## config.mk

```make
export PLATFORM = sky130hd
export DESIGN_NAME = rvb_pcpi_bridge_flat
export DESIGN_NICKNAME = d
export VERILOG_FILES = /design/src/rtl/rvb_pcpi_pkg.sv /design/src/rtl/rvb_pcpi_bridge_if.sv /design/src/rtl/rvb_pcpi_wdog.sv /design/src/rtl/rvb_pcpi_bridge.sv /design/src/flat_wrapper.sv
export SDC_FILE = /design/constraint.sdc
export NUM_CORES = 1
export LEC_CHECK = 0
export BUFFER_PORTS_ARGS = -buffer_cell sky130_fd_sc_hd__buf_2
export CAP_MARGIN = 0
export CORE_AREA = 2 2 141 143
export CTS_CLUSTER_DIAMETER = 60
export DETAILED_ROUTE_END_ITERATION = 8
export DIE_AREA = 0 0 143 145
export GPL_ROUTABILITY_DRIVEN = 0
export MAX_ROUTING_LAYER = met4
export PLACE_DENSITY = 0.57
export SLEW_MARGIN = 20
export SYNTH_ARGS = -nofsm -noshare
export SYNTH_HDL_FRONTEND = slang
export SYNTH_SLANG_ARGS = --single-unit
```

## constraint.sdc

```tcl
create_clock -name clk -period 2.85 [get_ports clk]
set_input_delay 0.57 -clock clk [delete_from_list [all_inputs] [get_ports clk]]
set_output_delay 0.57 -clock clk [all_outputs]
set_load 0.02 [all_outputs]
```

## src/rtl/rvb_pcpi_pkg.sv

```systemverilog
// Shared definitions for PCPI-to-worker bridges.
//  - Bridge FSM state encoding (ST_IDLE..ST_DRAIN) and the matching enum.
//  - wdog_w(): width of a watchdog counter that must be able to hold TIMEOUT.
package rvb_pcpi_pkg;

  localparam logic [2:0] ST_IDLE  = 3'd0;
  localparam logic [2:0] ST_WAIT  = 3'd1;
  localparam logic [2:0] ST_RESP  = 3'd2;
  localparam logic [2:0] ST_HOLD  = 3'd3;
  localparam logic [2:0] ST_DRAIN = 3'd4;

  typedef enum logic [2:0] {
    S_IDLE  = ST_IDLE,
    S_WAIT  = ST_WAIT,
    S_RESP  = ST_RESP,
    S_HOLD  = ST_HOLD,
    S_DRAIN = ST_DRAIN
  } bridge_state_e;

  // Counter width able to hold 0..timeout; never narrower than one bit so a
  // disabled watchdog (timeout 0) still elaborates.
  function automatic int wdog_w(input int timeout);
    int w;
    w = $clog2(timeout + 1);
    return (w < 1) ? 1 : w;
  endfunction

endpackage

```

## src/rtl/rvb_pcpi_bridge_if.sv

```systemverilog
// Bundle of the core-side PCPI port and the worker-side valid/ready port.
//  slave  : the bridge's view (accepts PCPI requests, issues to the worker)
//  master : the environment's view (core + worker)
//  pcpi_*   : valid/insn/rs1..3 in, wr/rd/wait/ready out (bridge view)
//  w_din_*  : valid/insn/rs1..3 out, ready/decoded in
//  w_dout_* : valid/rd in, ready out
interface rvb_pcpi_bridge_if #(parameter int XLEN = 32);
  logic            pcpi_valid;
  logic [31:0]     pcpi_insn;
  logic [XLEN-1:0] pcpi_rs1;
  logic [XLEN-1:0] pcpi_rs2;
  logic [XLEN-1:0] pcpi_rs3;
  logic            pcpi_wr;
  logic [XLEN-1:0] pcpi_rd;
  logic            pcpi_wait;
  logic            pcpi_ready;

  logic            w_din_valid;
  logic            w_din_ready;
  logic            w_din_decoded;
  logic [31:0]     w_din_insn;
  logic [XLEN-1:0] w_din_rs1;
  logic [XLEN-1:0] w_din_rs2;
  logic [XLEN-1:0] w_din_rs3;
  logic            w_dout_valid;
  logic            w_dout_ready;
  logic [XLEN-1:0] w_dout_rd;

  modport slave (
    input  pcpi_valid, pcpi_insn, pcpi_rs1, pcpi_rs2, pcpi_rs3,
    output pcpi_wr, pcpi_rd, pcpi_wait, pcpi_ready,
    output w_din_valid, w_din_insn, w_din_rs1, w_din_rs2, w_din_rs3,
    input  w_din_ready, w_din_decoded,
    input  w_dout_valid, w_dout_rd,
    output w_dout_ready
  );

  modport master (
    output pcpi_valid, pcpi_insn, pcpi_rs1, pcpi_rs2, pcpi_rs3,
    input  pcpi_wr, pcpi_rd, pcpi_wait, pcpi_ready,
    input  w_din_valid, w_din_insn, w_din_rs1, w_din_rs2, w_din_rs3,
    output w_din_ready, w_din_decoded,
    output w_dout_valid, w_dout_rd,
    input  w_dout_ready
  );
endinterface

```

## src/rtl/rvb_pcpi_wdog.sv

```systemverilog
// Watchdog for the bridge's WAIT state: saturating cycle counter plus a
// sticky expiry flag.
//  clk, reset : clock, synchronous active-high reset (clears counter and flag)
//  clr        : restart the count (new operation issued)
//  run        : count this cycle (bridge waiting on the worker)
//  expired    : sticky, set on the cycle the count reaches TIMEOUT
// TIMEOUT = 0 disables the flag entirely.
module rvb_pcpi_wdog
  import rvb_pcpi_pkg::*;
#(
  parameter int TIMEOUT = 64
) (
  input  logic clk,
  input  logic reset,
  input  logic clr,
  input  logic run,
  output logic expired
);

  localparam int W = wdog_w(TIMEOUT);
  localparam logic [W-1:0] LIMIT = W'(TIMEOUT);

  logic [W-1:0] cnt;

  always_ff @(posedge clk) begin
    if (reset) begin
      cnt     <= '0;
      expired <= 1'b0;
    end else if (clr) begin
      cnt <= '0;
    end else if (run && cnt != LIMIT) begin
      cnt <= cnt + W'(1);
      // Flag lands on the same edge the count reaches LIMIT.
      if (TIMEOUT != 0 && cnt == LIMIT - W'(1))
        expired <= 1'b1;
    end
  end

endmodule

```

## src/rtl/rvb_pcpi_bridge.sv

```systemverilog
// PCPI-to-worker bridge. Claims PCPI instructions the worker decodes, issues
// them over the worker's din handshake, returns the worker's dout result as a
// one-cycle pcpi_ready/pcpi_wr strobe, and drains results of operations the
// core abandoned. At most one operation is ever outstanding in the worker.
//  clk, reset   : clock, synchronous active-high reset (aborts any op)
//  bus          : PCPI + worker ports (slave view)
//  stat_timeout : sticky, WAIT lasted TIMEOUT cycles at some point
//  stat_ops     : delivered-result counter, wraps
// Parameters: XLEN operand width, OUT_REG registers the result (+1 cycle),
// TIMEOUT watchdog limit (0 = off), CNT_W counter width.
module rvb_pcpi_bridge
  import rvb_pcpi_pkg::*;
#(
  parameter int XLEN    = 32,
  parameter int OUT_REG = 1,
  parameter int TIMEOUT = 64,
  parameter int CNT_W   = 32
) (
  input  logic             clk,
  input  logic             reset,
  rvb_pcpi_bridge_if.slave bus,
  output logic             stat_timeout,
  output logic [CNT_W-1:0] stat_ops
);

  bridge_state_e   st, nxt;
  logic [XLEN-1:0] rd_q;

  logic            din_v, dout_r, p_wait, p_rdy;
  logic [XLEN-1:0] p_rd;
  logic            issue, rd_ld, ops_inc;

  always_ff @(posedge clk) begin
    if (reset) st <= S_IDLE;
    else       st <= nxt;
  end

  always_comb begin
    nxt     = st;
    din_v   = 1'b0;
    dout_r  = 1'b0;
    p_wait  = 1'b0;
    p_rdy   = 1'b0;
    p_rd    = '0;
    issue   = 1'b0;
    rd_ld   = 1'b0;
    ops_inc = 1'b0;
    case (st)
      S_IDLE: begin
        // Undecoded instructions are never claimed so the core can trap.
        din_v  = bus.pcpi_valid & bus.w_din_decoded;
        p_wait = din_v;
        if (din_v && bus.w_din_ready) begin
          issue = 1'b1;
          nxt   = S_WAIT;
        end
      end
      S_WAIT: begin
        dout_r = 1'b1;
        p_wait = bus.pcpi_valid;
        if (bus.pcpi_valid) begin
          if (bus.w_dout_valid) begin
            if (OUT_REG != 0) begin
              rd_ld = 1'b1;
              nxt   = S_RESP;
            end else begin
              p_rdy   = 1'b1;
              p_rd    = bus.w_dout_rd;
              ops_inc = 1'b1;
              nxt     = S_HOLD;
            end
          end
        end else begin
          // Core abandoned the op: swallow the result now or later.
          nxt = bus.w_dout_valid ? S_HOLD : S_DRAIN;
        end
      end
      S_RESP: begin
        // Delivered regardless of pcpi_valid; a stale ready is ignored.
        p_rdy   = 1'b1;
        p_rd    = rd_q;
        ops_inc = 1'b1;
        nxt     = S_HOLD;
      end
      S_HOLD: begin
        // Core still shows the completed insn this cycle; don't re-issue it.
        nxt = S_IDLE;
      end
      S_DRAIN: begin
        dout_r = 1'b1;
        p_wait = bus.pcpi_valid & bus.w_din_decoded;
        if (bus.w_dout_valid) nxt = S_IDLE;
      end
      default: nxt = S_IDLE;
    endcase
  end

  always_ff @(posedge clk) begin
    if (reset)      rd_q <= '0;
    else if (rd_ld) rd_q <= bus.w_dout_rd;
  end

  always_ff @(posedge clk) begin
    if (reset)        stat_ops <= '0;
    else if (ops_inc) stat_ops <= stat_ops + CNT_W'(1);
  end

  rvb_pcpi_wdog #(.TIMEOUT(TIMEOUT)) u_wdog (
    .clk     (clk),
    .reset   (reset),
    .clr     (issue),
    .run     (st == S_WAIT),
    .expired (stat_timeout)
  );

  assign bus.w_din_valid  = din_v;
  assign bus.w_dout_ready = dout_r;
  assign bus.pcpi_wait    = p_wait;
  assign bus.pcpi_ready   = p_rdy;
  assign bus.pcpi_wr      = p_rdy;
  assign bus.pcpi_rd      = p_rd;

  assign bus.w_din_insn = bus.pcpi_insn;
  assign bus.w_din_rs1  = bus.pcpi_rs1;
  assign bus.w_din_rs2  = bus.pcpi_rs2;
  assign bus.w_din_rs3  = bus.pcpi_rs3;

endmodule

```

## src/flat_wrapper.sv

```systemverilog
// flat-port wrapper written by rule: the top's interface ports become plain ports
module rvb_pcpi_bridge_flat import rvb_pcpi_pkg::*;
#(
  parameter int XLEN    = 32,
  parameter int OUT_REG = 1,
  parameter int TIMEOUT = 64,
  parameter int CNT_W   = 32
)
  (clk, reset, stat_timeout, stat_ops, bus_pcpi_valid, bus_pcpi_insn, bus_pcpi_rs1, bus_pcpi_rs2, bus_pcpi_rs3, bus_pcpi_wr, bus_pcpi_rd, bus_pcpi_wait, bus_pcpi_ready, bus_w_din_valid, bus_w_din_insn, bus_w_din_rs1, bus_w_din_rs2, bus_w_din_rs3, bus_w_din_ready, bus_w_din_decoded, bus_w_dout_valid, bus_w_dout_rd, bus_w_dout_ready);
  rvb_pcpi_bridge_if #(.XLEN(XLEN)) bus_i ();
  input  logic clk;
  input  logic reset;
  output logic stat_timeout;
  output logic [CNT_W-1:0] stat_ops;
  input wire logic [$bits(bus_i.pcpi_valid)-1:0] bus_pcpi_valid;
  input wire logic [$bits(bus_i.pcpi_insn)-1:0] bus_pcpi_insn;
  input wire logic [$bits(bus_i.pcpi_rs1)-1:0] bus_pcpi_rs1;
  input wire logic [$bits(bus_i.pcpi_rs2)-1:0] bus_pcpi_rs2;
  input wire logic [$bits(bus_i.pcpi_rs3)-1:0] bus_pcpi_rs3;
  output wire logic [$bits(bus_i.pcpi_wr)-1:0] bus_pcpi_wr;
  output wire logic [$bits(bus_i.pcpi_rd)-1:0] bus_pcpi_rd;
  output wire logic [$bits(bus_i.pcpi_wait)-1:0] bus_pcpi_wait;
  output wire logic [$bits(bus_i.pcpi_ready)-1:0] bus_pcpi_ready;
  output wire logic [$bits(bus_i.w_din_valid)-1:0] bus_w_din_valid;
  output wire logic [$bits(bus_i.w_din_insn)-1:0] bus_w_din_insn;
  output wire logic [$bits(bus_i.w_din_rs1)-1:0] bus_w_din_rs1;
  output wire logic [$bits(bus_i.w_din_rs2)-1:0] bus_w_din_rs2;
  output wire logic [$bits(bus_i.w_din_rs3)-1:0] bus_w_din_rs3;
  input wire logic [$bits(bus_i.w_din_ready)-1:0] bus_w_din_ready;
  input wire logic [$bits(bus_i.w_din_decoded)-1:0] bus_w_din_decoded;
  input wire logic [$bits(bus_i.w_dout_valid)-1:0] bus_w_dout_valid;
  input wire logic [$bits(bus_i.w_dout_rd)-1:0] bus_w_dout_rd;
  output wire logic [$bits(bus_i.w_dout_ready)-1:0] bus_w_dout_ready;
  assign bus_i.pcpi_valid = bus_pcpi_valid;
  assign bus_i.pcpi_insn = bus_pcpi_insn;
  assign bus_i.pcpi_rs1 = bus_pcpi_rs1;
  assign bus_i.pcpi_rs2 = bus_pcpi_rs2;
  assign bus_i.pcpi_rs3 = bus_pcpi_rs3;
  assign bus_pcpi_wr = bus_i.pcpi_wr;
  assign bus_pcpi_rd = bus_i.pcpi_rd;
  assign bus_pcpi_wait = bus_i.pcpi_wait;
  assign bus_pcpi_ready = bus_i.pcpi_ready;
  assign bus_w_din_valid = bus_i.w_din_valid;
  assign bus_w_din_insn = bus_i.w_din_insn;
  assign bus_w_din_rs1 = bus_i.w_din_rs1;
  assign bus_w_din_rs2 = bus_i.w_din_rs2;
  assign bus_w_din_rs3 = bus_i.w_din_rs3;
  assign bus_i.w_din_ready = bus_w_din_ready;
  assign bus_i.w_din_decoded = bus_w_din_decoded;
  assign bus_i.w_dout_valid = bus_w_dout_valid;
  assign bus_i.w_dout_rd = bus_w_dout_rd;
  assign bus_w_dout_ready = bus_i.w_dout_ready;
  rvb_pcpi_bridge #(.XLEN(XLEN), .OUT_REG(OUT_REG), .TIMEOUT(TIMEOUT), .CNT_W(CNT_W)) u_core (.clk(clk), .reset(reset), .bus(bus_i), .stat_timeout(stat_timeout), .stat_ops(stat_ops));
endmodule
```

Word level (Yosys, flattened, before mapping):

Index checks and enable logic that the tools add are counted.

* register bits after elaboration: 75
* input bits: 166
* output and inout port bits: 198
* word-level logic and storage cells: 41

* add/subtract/negate cells: 2
* equality and inequality tests: 8
* multiplexer cells: 16
* bitwise operators: 2
* reductions and logical operators: 8

Operator list (count)
* 32-bit by 1-bit adder with 32-bit output (second input constant): 1
* 32-bit 2-to-1 mux: 1
* 3-bit 2-to-1 mux: 5
* 3-bit case mux with 4 select lines: 1
* 1-bit 2-to-1 mux: 8
* 7-bit by 1-bit adder with 7-bit output (second input constant): 1
* 7-bit by 6-bit equality test with 1-bit output (second input constant): 1
* 7-bit inequality test (second input constant): 1
* 3-bit AND reduction: 2
* 2-bit OR reduction: 3
* 3-bit by 1-bit equality test with 1-bit output (second input constant): 1
* 3-bit by 2-bit equality test with 1-bit output (second input constant): 1
* 3-bit equality test (second input constant): 1
* 3-bit zero test: 1
* 3-bit inequality test (second input constant): 1
* 1-bit logical AND: 2
* 2-bit by 1-bit inequality test with 1-bit output (second input constant): 1
* 2-bit inequality test (second input constant): 1
* 1-bit case mux with 2 select lines: 1
* 1-bit bitwise AND: 1
* 1-bit NOT: 1

Longest topological paths before layout:

* word-level depth: 6
* depth in mapped cells: 8
* mapped depth without buffers: 6

Cells and area by module:

A second synthesis with hierarchy kept.

* cell total of the unflattened synthesis: 561
* area, all modules: 4474.3 um2

Modules (own cells, without submodules)
* rvb_pcpi_bridge: times used 1, cells each 517, area each 4091.4 um2, seq. area each 1341.3 um2
* rvb_pcpi_wdog: times used 1, cells each 44, area each 382.9 um2, seq. area each 160.2 um2

Least setup slack after synthesis:

No wires, ideal clock.

* path type: reg-to-reg
* start: register u_core.stat_ops[0]
* end: register u_core.stat_ops[28]
* library setup time: 0.070 ns
* data arrival time: 2.202 ns
* required time: 2.780 ns
* slack: 0.577 ns
* stages on the path, launching flop included: 7
* path buffers: 1
* period minus slack after synthesis: 2.273 ns
* cells stage by stage: dfxtp_1 -> ha_1 -> nand4bb_4 -> or4_4 -> buf_6 -> or4_1 -> a21oi_1

* word-level cells in the longest chain between the ends: 1

RTL lines
* start, declared: line rvb_pcpi_bridge.sv:23 `output logic [CNT_W-1:0] stat_ops`
* start signal, assigned: line rvb_pcpi_bridge.sv:105 `else if (ops_inc) stat_ops <= stat_ops + CNT_W'(1);`
* 32-bit by 1-bit adder with 32-bit output: line rvb_pcpi_bridge.sv:105

No other way between the ends.
A chain may end at the register's enable or synchronous reset.

Worst setup path after layout:

* start: register u_core.st[1]
* end: output port bus_pcpi_rd[12]

* word-level cells in the longest chain between the ends: 2

RTL lines
* start, declared: line rvb_pcpi_bridge.sv:26 `bridge_state_e st, nxt;`
* start signal, assigned: line rvb_pcpi_bridge.sv:35 `else st <= nxt;`
* 3-bit by 2-bit equality test with 1-bit output: line rvb_pcpi_bridge.sv:48 `case (st)`
* 32-bit 2-to-1 mux
* end, declared: line flat_wrapper.sv:21 `output wire logic [$bits(bus_i.pcpi_rd)-1:0] bus_pcpi_rd;`

No other way between the ends.

==> results.sh <==
export IMPL_outcome="finished clean"
export IMPL_syn_inst=556
export IMPL_fin_crit_ps=2670
export IMPL_die_w_um=143
export IMPL_switching_share_pct=22.7
export IMPL_finClkSkew_ps=8.73
export IMPL_r2r_start="u_core.st[1]$_SDFFE_PP0P_"
export IMPL_fp_dieArea_sq_um=20700
export IMPL_synth_yosys_seq_area_share_pct=33.7
export IMPL_drcViolationCount=0
export IMPL_ys_flop_type="dfxtp_1"
export IMPL_startpoint_type="flip-flop"
export IMPL_clkLatencyLatePin_ps=340
export IMPL_cp_max_fo=40
export IMPL_async_flop_share_pct=0
export IMPL_holdWs_ps=449
export IMPL_min_path_cells=2
export IMPL_final_nets=692
export IMPL_holdCritPathClass="flip-flop to flip-flop"
export IMPL_cts_clk_slew_worst_paths_ps=60
export IMPL_wirelength_mm=10.9
export IMPL_worst_pin_slew_ps=758
export IMPL_post_drt_wl_per_cell_um=13.8
export IMPL_dp_hpwl_mm=7.72
export IMPL_relSlewSlack_pct=49.5
export IMPL_final_cells=792
export IMPL_critPathKind="flip-flop to output port"
export IMPL_timing_fmax_mhz=375
export IMPL_diodes=0
export IMPL_routed_via_count=3433
export IMPL_core_sq_um=19200
export IMPL_startpoint="u_core.st[1]$_SDFFE_PP0P_"
export IMPL_powerDensity_nw_per_um2=527
export IMPL_cts_setup_buffers=0
export IMPL_antenna_found_initial=0
export IMPL_finalCritPeriodShare_pct=93.6
export IMPL_cts_buffer_depth=2
export IMPL_finalMaxSlewViolations=0
export IMPL_p_leak_nw=1.77
export IMPL_via_per_inst=4.33
export IMPL_rows=51
export IMPL_setup_tns_ps=0
export IMPL_postSynthAreaPerCell_sq_um=8.00
export IMPL_cts_buffers=9
export IMPL_fin_util_pct=23.9
export IMPL_reg2reg_depth=7
export IMPL_clock_sinks=75
export IMPL_ios=364
export IMPL_hold_violations=0
export IMPL_end_kind="output port"
export IMPL_grt_max_degree=67
export IMPL_clkPwrFrac_pct=51.1
export IMPL_cts_max_level=3
export IMPL_dp_cells=777
export IMPL_setup_violations=0
export IMPL_cts_hold_buf=0
export IMPL_synth_edf_count=0
export IMPL_layout_drive_gt1_share_pct=25.6
export IMPL_intPower_w=0.00187
export IMPL_grt_pass1_wl_mm=17.3
export IMPL_combPwrFrac_pct=4.7
export IMPL_cp_arrival_ps=2100
export IMPL_yosysWarningCount=0
export IMPL_syn_to_final_growth_pct=3.29
export IMPL_drt_iter0_drc=144
export IMPL_post_cts_resized=0
export IMPL_root_buffer="clkbuf_16"
export IMPL_crit_required_ps=2280
export IMPL_irDropWorstVdd_uv=262
export IMPL_dr_pass1_iters=4
export IMPL_syn_cell_area_sq_um=4450
export IMPL_cts_tree="built"
export IMPL_grt_pass1_vias=3180
export IMPL_antenna_left=0
export IMPL_rsz0062_at_grt="no"
export IMPL_synthDistinctLibCells=44
export IMPL_ys_ff_latch=75
export IMPL_min_from="u_core.rd_q[26]$_SDFFE_PP0P_"
export IMPL_synthesis_nets=725
export IMPL_fp_dieH_um=145
export IMPL_port_buffers=107
export IMPL_sequentialPowerShare_pct=44.2
export IMPL_grt_use_total_pct=10.9
export IMPL_initial_core_util_pct=23.2
export IMPL_drv_cap=0
export IMPL_switchingPower_w=0.000549
export IMPL_gr_total_overflow=0
[layout by cell type (no fill, tap or decap), types with 2 or more instances in the layout]
master	instances
bufinv_16	2
o32ai_1	2
clkbuf_16	9
or2_2	2
nor4b_1	2
xor2_1	10
nand3_1	11
and3_1	5
nor2_1	19
nand2b_1	3
nand2_1	79
xnor2_1	9
a31oi_1	2
buf_4	4
inv_1	12
buf_12	2
or3_2	2
nor4_1	4
and4_1	3
ha_1	3
or3_1	5
a21oi_1	54
dfxtp_1	75
and2_1	32
o31ai_1	14
clkinvlp_4	2
nand4_1	11
buf_2	107
o21ai_0	8
or4_1	17
[sequential cells by signal (all words and copies together), names as in the netlist]
| signal | flops |
|---|---|
| u_core.rd_q | 32 |
| u_core.stat_ops | 32 |
| u_core.u_wdog.cnt | 7 |
| u_core.st | 3 |
| u_core.u_wdog.expired | 1 |
[path summary, 6_finish.rpt]
kind | end | slack [ps]
setup / recovery | bus_pcpi_rd[12] | 180
hold / removal | u_core.rd_q[26]$_SDFFE_PP0P_ | 450
setup reg to reg | u_core.stat_ops[13]$_SDFFE_PP0N_ | 560
hold reg to reg | u_core.rd_q[26]$_SDFFE_PP0P_ | 450
[power by group through the flow]
stage / Combinational [W] / Clock (W) / Sequential, W
after floorplan: 0.000331 / 0 / 0.00109
after global placement: 0.000115 / 0 / 0.00109
after detailed placement: 0.000116 / 0 / 0.00109
after CTS: 0.000116 / 0.00128 / 0.00107
after global routing: 0.000130 / 0.00132 / 0.00107
final: 0.000114 / 0.00124 / 0.00107
[final cells by class]
| cell class | count | area (sq um) |
|---|---|---|
| clock inverters | 6 | 88.8 |
| repair buffers | 113 | 606 |
| well taps | 265 | 332 |
| multi-input cells | 312 | 1800 |
| flip-flops and latches | 75 | 1500 |
| fillers | 2148 | 14600 |
| inverters | 12 | 45.0 |
| clock buffers | 9 | 225 |
[routing by layer]
layer | vias to the layer above | part of all wire (%) | track usage, %
met3 | 59 | 7.7 | 4.26
met5 | - | 0 | -
met1 | 1559 | 46 | 13.4
met2 | 134 | 41 | 14.7
li1 | 1681 | - | -
met4 | 0 | 5.0 | 6.93
[through the flow]
step	area (sq um)	total power, W	setup slack (ps)
2_1_floorplan	4450	0.00142	577
6_report	4600	0.00242	181
4_1_cts	4600	0.00247	163
3_3_place_gp	4280	0.00121	519
5_1_grt	4600	0.00253	78.3
3_5_place_dp	4280	0.00121	543
[critical path, cell delays in order (launching register included)]
cell and delay (ps):
dfxtp_1 570, inv_1 150, or3_1 370, inv_1 110
buf_12 200, and2_1 180, buf_2 170
[cell families (layout without fill, tap and decap cells)]
| logic type | count (synthesis) | count (layout) | share of synthesized area, % |
|---|---|---|---|
| mux | 1 | 1 | 0.225 |
| simple gates | 202 | 202 | 24.2 |
| flops | 75 | 75 | 33.7 |
| fa+ha+maj | 3 | 3 | 0.844 |
| buf+inv | 169 | 140 | 25.8 |
| compound gates | 87 | 87 | 11.4 |
| xor+xnor | 19 | 19 | 3.74 |
[synth_stat cells, types with 2 or more instances]
master | instances | area (sq um)
buf_2 | 3 | 15.0
o31ai_1 | 14 | 105
xnor2_1 | 9 | 78.8
xor2_1 | 10 | 87.6
or4_1 | 17 | 128
ha_1 | 3 | 37.5
a21oi_1 | 54 | 270
and3_1 | 5 | 31.3
a31oi_1 | 2 | 12.5
inv_1 | 12 | 45.0
or2_2 | 2 | 12.5
and2_1 | 32 | 200
nand2b_1 | 3 | 18.8
nand3_1 | 11 | 55.1
nor4_1 | 4 | 25.0
clkbuf_1 | 21 | 78.8
nand4_1 | 11 | 68.8
nor4b_1 | 2 | 17.5
dfxtp_1 | 75 | 1500
o21ai_0 | 8 | 40.0
buf_4 | 130 | 976
nand2_1 | 79 | 297
or3_2 | 2 | 15.0
nor2_1 | 19 | 71.3
buf_6 | 2 | 22.5
o32ai_1 | 2 | 17.5
and4_1 | 3 | 26.3
or3_1 | 5 | 31.3
(Power assumes the default switching activity.)
